[config.mk]
export PLATFORM = sky130hd
export DESIGN_NAME = spi_master_slave
export DESIGN_NICKNAME = d
export VERILOG_FILES = /design/src/rtl/spi_master_slave.sv
export SDC_FILE = /design/constraint.sdc
export NUM_CORES = 1
export LEC_CHECK = 0
export CAP_MARGIN = 30
export CORE_UTILIZATION = 50
export CTS_BUF_LIST = sky130_fd_sc_hd__clkbuf_8
export CTS_CLUSTER_DIAMETER = 50
export CTS_CLUSTER_SIZE = 30
export DETAILED_ROUTE_END_ITERATION = 16
export PLACE_DENSITY = 0.8
export SETUP_SLACK_MARGIN = 0.2
export SYNTH_ARGS = -nofsm -noshare
export SYNTH_HDL_FRONTEND = slang
export SYNTH_SLANG_ARGS = --single-unit
[constraint.sdc]
create_clock -name clk -period 2.4 [get_ports clk]
set_clock_uncertainty 0.05 [all_clocks]
set_input_delay 0.24 -clock clk [delete_from_list [all_inputs] [get_ports clk]]
set_output_delay 0.24 -clock clk [all_outputs]
set_load 0.005 [all_outputs]
[src/rtl/spi_master_slave.sv]
// SPI mode-0 master and slave joined on an internal bus that is exported for observation.
// Defining SPI_LSB_FIRST_EN makes both ends shift LSB first; by default frames are MSB first.
module spi_master_slave #(
  parameter int CLK_DIV = 4
) (
  input  logic       clk,
  input  logic       rst_n,
  input  logic [7:0] tx_data,
  input  logic       start_transfer,
  output logic       transfer_done,
  output logic [7:0] rx_data,
  input  logic [7:0] slave_tx_data,
  output logic [7:0] slave_rx_data,
  output logic       data_received,
  output logic       sclk,
  output logic       ss_n,
  output logic       mosi,
  output logic       miso
);

  typedef enum logic [1:0] {IDLE, START, TRANSFER, DONE} m_state_t;
  typedef enum logic [1:0] {S_IDLE, S_ACTIVE, S_DONE} s_state_t;

  localparam logic [7:0] DIV_LAST = 8'(CLK_DIV - 1);

`ifdef SPI_LSB_FIRST_EN
  function automatic logic [7:0] shift_in(input logic [7:0] r, input logic b);
    return {b, r[7:1]};
  endfunction
  function automatic logic [7:0] shift_out(input logic [7:0] r);
    return {1'b0, r[7:1]};
  endfunction
  function automatic logic out_bit(input logic [7:0] r);
    return r[0];
  endfunction
`else
  function automatic logic [7:0] shift_in(input logic [7:0] r, input logic b);
    return {r[6:0], b};
  endfunction
  function automatic logic [7:0] shift_out(input logic [7:0] r);
    return {r[6:0], 1'b0};
  endfunction
  function automatic logic out_bit(input logic [7:0] r);
    return r[7];
  endfunction
`endif

  // ---------------- master ----------------
  m_state_t   m_state_q, m_state_d;
  logic [7:0] div_cnt;
  logic [3:0] toggle_cnt;
  logic [7:0] m_tx_shift;
  logic [7:0] m_rx_shift;
  logic       tick;
  logic       last_toggle;

  always_comb begin
    tick        = (div_cnt == DIV_LAST);
    last_toggle = tick && (toggle_cnt == 4'd15);
    m_state_d   = m_state_q;
    case (m_state_q)
      IDLE:     if (start_transfer) m_state_d = START;
      START:    if (tick) m_state_d = TRANSFER;
      TRANSFER: if (last_toggle) m_state_d = DONE;
      DONE:     m_state_d = IDLE;
      default:  m_state_d = IDLE;
    endcase
  end

  always_ff @(posedge clk) begin
    if (rst_n) begin
      m_state_q     <= IDLE;
      div_cnt       <= '0;
      toggle_cnt    <= '0;
      m_tx_shift    <= '0;
      m_rx_shift    <= '0;
      rx_data       <= '0;
      transfer_done <= 1'b0;
      sclk          <= 1'b0;
      ss_n          <= 1'b1;
      mosi          <= 1'b0;
    end else begin
      m_state_q     <= m_state_d;
      transfer_done <= 1'b0;
      case (m_state_q)
        IDLE: begin
          if (start_transfer) begin
            m_tx_shift <= tx_data;
            m_rx_shift <= '0;
            mosi       <= out_bit(tx_data);
            ss_n       <= 1'b0;
            div_cnt    <= '0;
            toggle_cnt <= '0;
          end
        end
        START: div_cnt <= tick ? '0 : div_cnt + 8'd1;
        TRANSFER: begin
          if (tick) begin
            div_cnt    <= '0;
            sclk       <= ~sclk;
            toggle_cnt <= toggle_cnt + 4'd1;
            if (!sclk) begin
              m_rx_shift <= shift_in(m_rx_shift, miso);
            end else if (!last_toggle) begin
              m_tx_shift <= shift_out(m_tx_shift);
              mosi       <= out_bit(shift_out(m_tx_shift));
            end
          end else begin
            div_cnt <= div_cnt + 8'd1;
          end
        end
        DONE: begin
          ss_n          <= 1'b1;
          sclk          <= 1'b0;
          mosi          <= 1'b0;
          rx_data       <= m_rx_shift;
          transfer_done <= 1'b1;
        end
        default: ;
      endcase
    end
  end

  // ---------------- slave ----------------
  // Edges are seen one cycle late via delayed copies; the master's half-period
  // of at least two cycles leaves miso settled before the next rising sclk.
  s_state_t   s_state_q, s_state_d;
  logic       sclk_d;
  logic       ss_n_d;
  logic [2:0] bit_cnt;
  logic [7:0] s_tx_shift;
  logic [7:0] s_rx_shift;
  logic       miso_bit;
  logic       ss_fall;
  logic       sclk_rise;
  logic       sclk_fall;

  assign miso = miso_bit & ~ss_n;

  always_comb begin
    ss_fall   = !ss_n && ss_n_d;
    sclk_rise = sclk && !sclk_d;
    sclk_fall = !sclk && sclk_d;
    s_state_d = s_state_q;
    case (s_state_q)
      S_IDLE:   if (ss_fall) s_state_d = S_ACTIVE;
      S_ACTIVE: begin
        if (ss_n) s_state_d = S_IDLE;
        else if (sclk_rise && bit_cnt == 3'd7) s_state_d = S_DONE;
      end
      S_DONE:   s_state_d = S_IDLE;
      default:  s_state_d = S_IDLE;
    endcase
  end

  always_ff @(posedge clk) begin
    if (rst_n) begin
      s_state_q     <= S_IDLE;
      sclk_d        <= 1'b0;
      ss_n_d        <= 1'b1;
      bit_cnt       <= '0;
      s_tx_shift    <= '0;
      s_rx_shift    <= '0;
      miso_bit      <= 1'b0;
      slave_rx_data <= '0;
      data_received <= 1'b0;
    end else begin
      s_state_q     <= s_state_d;
      sclk_d        <= sclk;
      ss_n_d        <= ss_n;
      data_received <= 1'b0;
      case (s_state_q)
        S_IDLE: begin
          if (ss_fall) begin
            s_tx_shift <= slave_tx_data;
            s_rx_shift <= '0;
            miso_bit   <= out_bit(slave_tx_data);
            bit_cnt    <= '0;
          end
        end
        S_ACTIVE: begin
          if (ss_n) begin
            miso_bit <= 1'b0;
          end else if (sclk_rise) begin
            s_rx_shift <= shift_in(s_rx_shift, mosi);
            bit_cnt    <= bit_cnt + 3'd1;
          end else if (sclk_fall) begin
            s_tx_shift <= shift_out(s_tx_shift);
            miso_bit   <= out_bit(shift_out(s_tx_shift));
          end
        end
        S_DONE: begin
          slave_rx_data <= s_rx_shift;
          data_received <= 1'b1;
          miso_bit      <= 1'b0;
        end
        default: ;
      endcase
    end
  end

endmodule

=== Word level (Yosys, flattened, before mapping) ===
Cells that the tools add are included.

* Reductions and logical operators: 30
* Eq/ne operators: 23
* Add/sub/neg operators: 3
* Bitwise gates (word level): 3
* Mux-type cells: 51

{| class="wikitable"
|+ Operators by type and width
! cell !! count
|-
| $mux W7 || 8
|-
| $mux W8 || 7
|-
| $pmux W8 S2 || 3
|-
| $pmux W7 S2 || 2
|-
| $ne A2 B2 Y1 const B || 12
|-
| $reduce_and A5 Y1 || 3
|-
| $mux W1 || 12
|-
| $mux W2 || 6
|-
| $reduce_and A4 Y1 || 3
|-
| $reduce_bool A2 Y1 || 5
|-
| $mux W3 || 3
|-
| $ne A3 B3 Y1 const B || 3
|-
| $add A8 B1 Y8 const B || 1
|-
| $eq A8 B2 Y1 const B || 1
|-
| $mux W4 || 2
|-
| $pmux W2 S4 || 1
|-
| $pmux W4 S2 || 1
|-
| $reduce_and A2 Y1 || 4
|-
| $eq A2 B2 Y1 const B || 3
|-
| $pmux W1 S3 || 2
|-
| $pmux W3 S2 || 1
|-
| $reduce_and A3 Y1 || 2
|-
| $reduce_bool A3 Y1 || 2
|-
| $logic_and A1 B1 Y1 || 5
|-
| 12 further kinds || 18
|}

* Input bits: 19
* Word-level logic and storage cells: 129
* Output and inout bits: 22
* Flip-flop bits (word level): 73

=== Logic depth before layout (Yosys ltp) ===
* Depth after elaboration: 6
* Depth in mapped cells: 8
* Gate-level depth less buffers: 6

=== Worst setup path before layout ===
Ideal clock, no wire load.

* Path type: register to register
* Start point: register m_state_q[0]
* End point: register m_tx_shift[1]
* Setup slack: 600 ps
* Buffers on the path: 0
* Setup time: 134 ps
* Cell stages (with the launch flop): 7
* Arrival time: 1616 ps
* Clock period less this slack: 1800 ps
* Data required time: 2216 ps
* Path through: dfxtp_1 inv_1 ha_1 and2b_1 nor3_2 a21o_1 a211oi_1

* Cells in the longest elaborated chain, start to end: 3
* Elaborated cells on any way between the ends: 9
* Classes of those cells: eq/ne (5); mux (1); reduce/logical (3)

{| class="wikitable"
|+ Ends and longest elaborated chain
! element !! line !! RTL
|-
| start: declaration || 49 || <nowiki>m_state_t m_state_q, m_state_d;</nowiki>
|-
| start signal: assignment || 83 || <nowiki>m_state_q <= m_state_d;</nowiki>
|-
| $eq A2 B2 Y1 / $logic_not A2 Y1 (equally long branches) || 85 || <nowiki>case (m_state_q)</nowiki>
|-
| $ne A2 B2 Y1 (no source line) / $reduce_bool A2 Y1 (equally long branches) || - ||
|-
| $reduce_and A5 Y1 (no source line) || - ||
|-
| end signal: assignment || 88 || <nowiki>m_tx_shift <= tx_data;</nowiki>
|-
| end signal: assignment || 105 || <nowiki>m_tx_shift <= shift_out(m_tx_shift);</nowiki>
|-
| end: declaration || 52 || <nowiki>logic [7:0] m_tx_shift;</nowiki>
|}

Parallel ways exist; a longest one is shown, timed or not.
A chain may end at the register's enable or synchronous reset.

=== Worst setup path in the final report ===
* Start point: register div_cnt[0]
* End point: register m_rx_shift[1]

* Cells in the longest elaborated chain, start to end: 3

{| class="wikitable"
|+ Ends and longest elaborated chain
! element !! line !! RTL
|-
| start: declaration || 50 || <nowiki>logic [7:0] div_cnt;</nowiki>
|-
| start signal: assignment || 96 || <nowiki>START: div_cnt <= tick ? '0 : div_cnt + 8'd1;</nowiki>
|-
| start signal: assignment || 109 || <nowiki>div_cnt <= div_cnt + 8'd1;</nowiki>
|-
| $eq A8 B2 Y1 || 58 || <nowiki>tick = (div_cnt == DIV_LAST);</nowiki>
|-
| $ne A2 B2 Y1 (no source line) || - ||
|-
| $reduce_and A4 Y1 (no source line) || - ||
|-
| end signal: assignment || 103 || <nowiki>m_rx_shift <= shift_in(m_rx_shift, miso);</nowiki>
|-
| end: declaration || 53 || <nowiki>logic [7:0] m_rx_shift;</nowiki>
|}

Every way passes these cells.

==> results_dict.tcl <==
set metrics [dict create \
    synth_nets 384 \
    relSlewSlack_pct 59.0 \
    worst_pin_slew_ns 0.615 \
    ys_warn_count 0 \
    nFillCells 522 \
    grt_pass1_wl_um 11600 \
    path_class "reg -> reg" \
    via_per_inst 5.62 \
    maxSlewViolCount 0 \
    grtUsageTotal_pct 20.5 \
    max_freq_mhz 501 \
    place_hpwl_um 4590 \
    core_area_um2 6390 \
    cellLeakagePower_nw 1.43 \
    cts_tree "built" \
    grt_use_met2_pct 33.5 \
    cts_made_buffers 9 \
    dieArea_um2 6970 \
    fin_crit_ns 1.99 \
    clk_latency_ns 0.36 \
    layout.nets 425 \
    fin_setup_tns_ns 0 \
    rows 29 \
    synth_cell_types 54 \
    synthMostInstantiatedCell "dfxtp_1" \
    worstSetupEndpointType "flop" \
    area_delta_synth_final_pct 22.0 \
    rsz0062_at_grt "false" \
    synth_edf_count 0 \
    power-per-cell-area_nw_per_um2 979 \
    start_kind "flop" \
    h-tree-depth 3 \
    finalCritPeriodShare_pct 83.1 \
    antenna_cells 0 \
    hold_viol 0 \
    antenna_found_initial 0 \
    port_buffers 40 \
    hold_ws_ns 0.260 \
    cts_root_buf "clkbuf_8" \
    max_stage_delay_ns 0.51 \
    grt_pass1_vias 2542 \
    syn_area_per_cell_um2 9.40 \
    synthTopCellsByArea "dfxtp_1, mux2i_1, a211oi_1, ha_1, nor2_1" \
    detail-route-antenna-nets 0 \
    die_h_um 83.5 \
    layout-drive-gt1-share_pct 10.0 \
    num_vias 2675 \
    drt_iter0_markers 149 \
    ff_latch_area_um2 1460 \
    netlist_instances 353 \
    max-cap-violations 0 \
    async_flop_share_pct 0 \
    yosys.area.top_type_share_pct 44.0 \
    slowest_stage "or4b_4" \
    multiInputGateArea_um2 1750 \
    syn-cell-area_um2 3320 \
    setup_viol 0 \
    ys_top_cells_by_count "dfxtp_1, nor2_1, mux2i_1, a21oi_1, a211oi_1" \
    grt.met3_usage_pct 6.43 \
    yosysTopAreaCell "dfxtp_1" \
    clk_path_buf_depth 2 \
    hold_path_class "in -> reg" \
    worst-path-max-fanout 8 \
    initial_core_util_pct 52.0 \
    cp.required_ns 2.60 \
    yosysSeqAreaShare_pct 44.0 \
    overflow 0 \
    wl_um 6680 \
    drc 0 \
    gp_congestion 0.926 \
    clkSinkCount 73 \
    postCtsSetupRepairBufs 0 \
    ys.flop_type "dfxtp_1" \
    cp_cell_sequence "ha_1 > or4b_4 > o31ai_2 > a21oi_2 > a22o_1" \
    top_usage_layer "met2" \
    die_w_um 83.5 \
    dr.pass1.iters 4 \
    wl_per_cell_um 14.0 \
    io_pins 41 \
    status "finished, final reports clean" \
    ys_seq_elements 73 \
    use_met1_pct 25.4 \
    path_clk_slew_ns 0.08 \
    grt_max_degree 24 \
    arrival_ns 2.19 \
    vdd_drop_max_uv 682 \
]
metal layers:
| layer | share of wire [%] | wire length, um |
|---|---|---|
| met1 | 48 | 3180 |
| met2 | 47 | 3120 |
| met3 | 4.2 | 280 |
| met4 | 1.6 | 106 |
| met5 | 0 | 0 |
stage by stage:
step / area (um2) / instances / setup slack [ns] / power (W) / util, %
final: 4050 / 476 / 0.405 / 0.00396 / 63.4
after global routing: 4050 / 476 / 0.237 / 0.00422 / 63.4
after CTS: 4040 / 476 / 0.348 / 0.00398 / 63.3
after detailed placement: 3810 / 460 / 0.296 / 0.00285 / 59.6
after global placement: 3810 / 460 / 0.375 / 0.00282 / 59.6
after floorplan: 3320 / 353 / 0.600 / 0.00249 / -
final timing paths:
| kind | startpoint | endpoint | slack [ns] | depth (start not counted) |
|---|---|---|---|---|
| worst max-delay path | div_cnt[0]$_SDFFE_PP0P_ | m_rx_shift[1]$_SDFFE_PP0P_ | 0.41 | 5 |
| worst min-delay path | rst_n | slave_rx_data[2]$_SDFFE_PP0P_ | 0.26 | 2 |
| worst max register to register | div_cnt[0]$_SDFFE_PP0P_ | m_rx_shift[1]$_SDFFE_PP0P_ | 0.41 | 5 |
| worst min register to register | bit_cnt[1]$_SDFFE_PP0P_ | bit_cnt[1]$_SDFFE_PP0P_ | 0.43 | 2 |
cells by family (layout without fill, tap and decap cells):
family / Yosys count / in the layout / synth area share, %
xor+xnor: 5 / 5 / 1.32
simple gates: 116 / 116 / 19.0
flops: 73 / 73 / 44.0
fa+ha+maj: 12 / 12 / 4.52
compound gates: 82 / 82 / 17.2
buf+inv: 31 / 77 / 3.66
mux: 34 / 34 / 10.3
registers in the layout (all words and copies together) (netlist names), 2 cells and up:
register       flops
rx_data            8
m_state_q          2
slave_rx_data      8
s_rx_shift         8
s_state_q          2
div_cnt            8
toggle_cnt         4
bit_cnt            3
m_tx_shift         7
m_rx_shift         8
s_tx_shift         7
cell type report:
| cell class | instances | area share (%) |
|---|---|---|
| clock buffer | 11 | 3.74 |
| clock inverter | 5 | 2.10 |
| inverter | 12 | 1.11 |
| multi-input combinational | 249 | 43.1 |
| sequential | 73 | 36.1 |
| tap | 77 | 2.38 |
| timing repair buffer | 49 | 11.4 |
repair_timing:
item / 4_1_cts / 5_1_grt
hold buffers: 0 / 0
endpoints found under the setup margin: 0 / 2
hold endpoints to repair: 0 / 0
gates resized for setup: 0 / 1
where the power goes:
group	internal [W]	leakage [nW]	switching (W)
Combinational	0.000580	0.721	0.000775
Sequential	0.00136	0.592	0.000119
Clock	0.000649	0.117	0.000475
critical path: cells and delay by family (launching register included):
kind / cells / cell delay [ns]
compound gates: 3 / 0.72
flops: 1 / 0.38
fa+ha+maj: 1 / 0.23
simple gates: 1 / 0.51
cells in the final DEF (no fill, tap or decap), types with 2 or more instances in the layout:
| cell type | instances |
|---|---|
| or4_1 | 2 |
| o21a_1 | 2 |
| o21ai_0 | 8 |
| nand2_1 | 13 |
| a21oi_1 | 22 |
| nand2b_1 | 19 |
| nand3_1 | 16 |
| inv_6 | 2 |
| nor2b_1 | 7 |
| bufinv_16 | 2 |
| a21oi_2 | 2 |
| nor4_1 | 2 |
| clkdlybuf4s50_1 | 39 |
| or3_1 | 2 |
| o41ai_1 | 2 |
| o31ai_1 | 2 |
| a211oi_1 | 20 |
| a22o_1 | 8 |
| xnor2_1 | 4 |
| a211oi_2 | 2 |
| ha_1 | 12 |
| dfxtp_1 | 73 |
| nor3_1 | 4 |
| nor2_1 | 38 |
| buf_4 | 9 |
| mux2i_1 | 33 |
| clkbuf_8 | 11 |
| a22oi_1 | 2 |
| inv_1 | 12 |
Note: power is estimated with default switching activity, not from simulation.
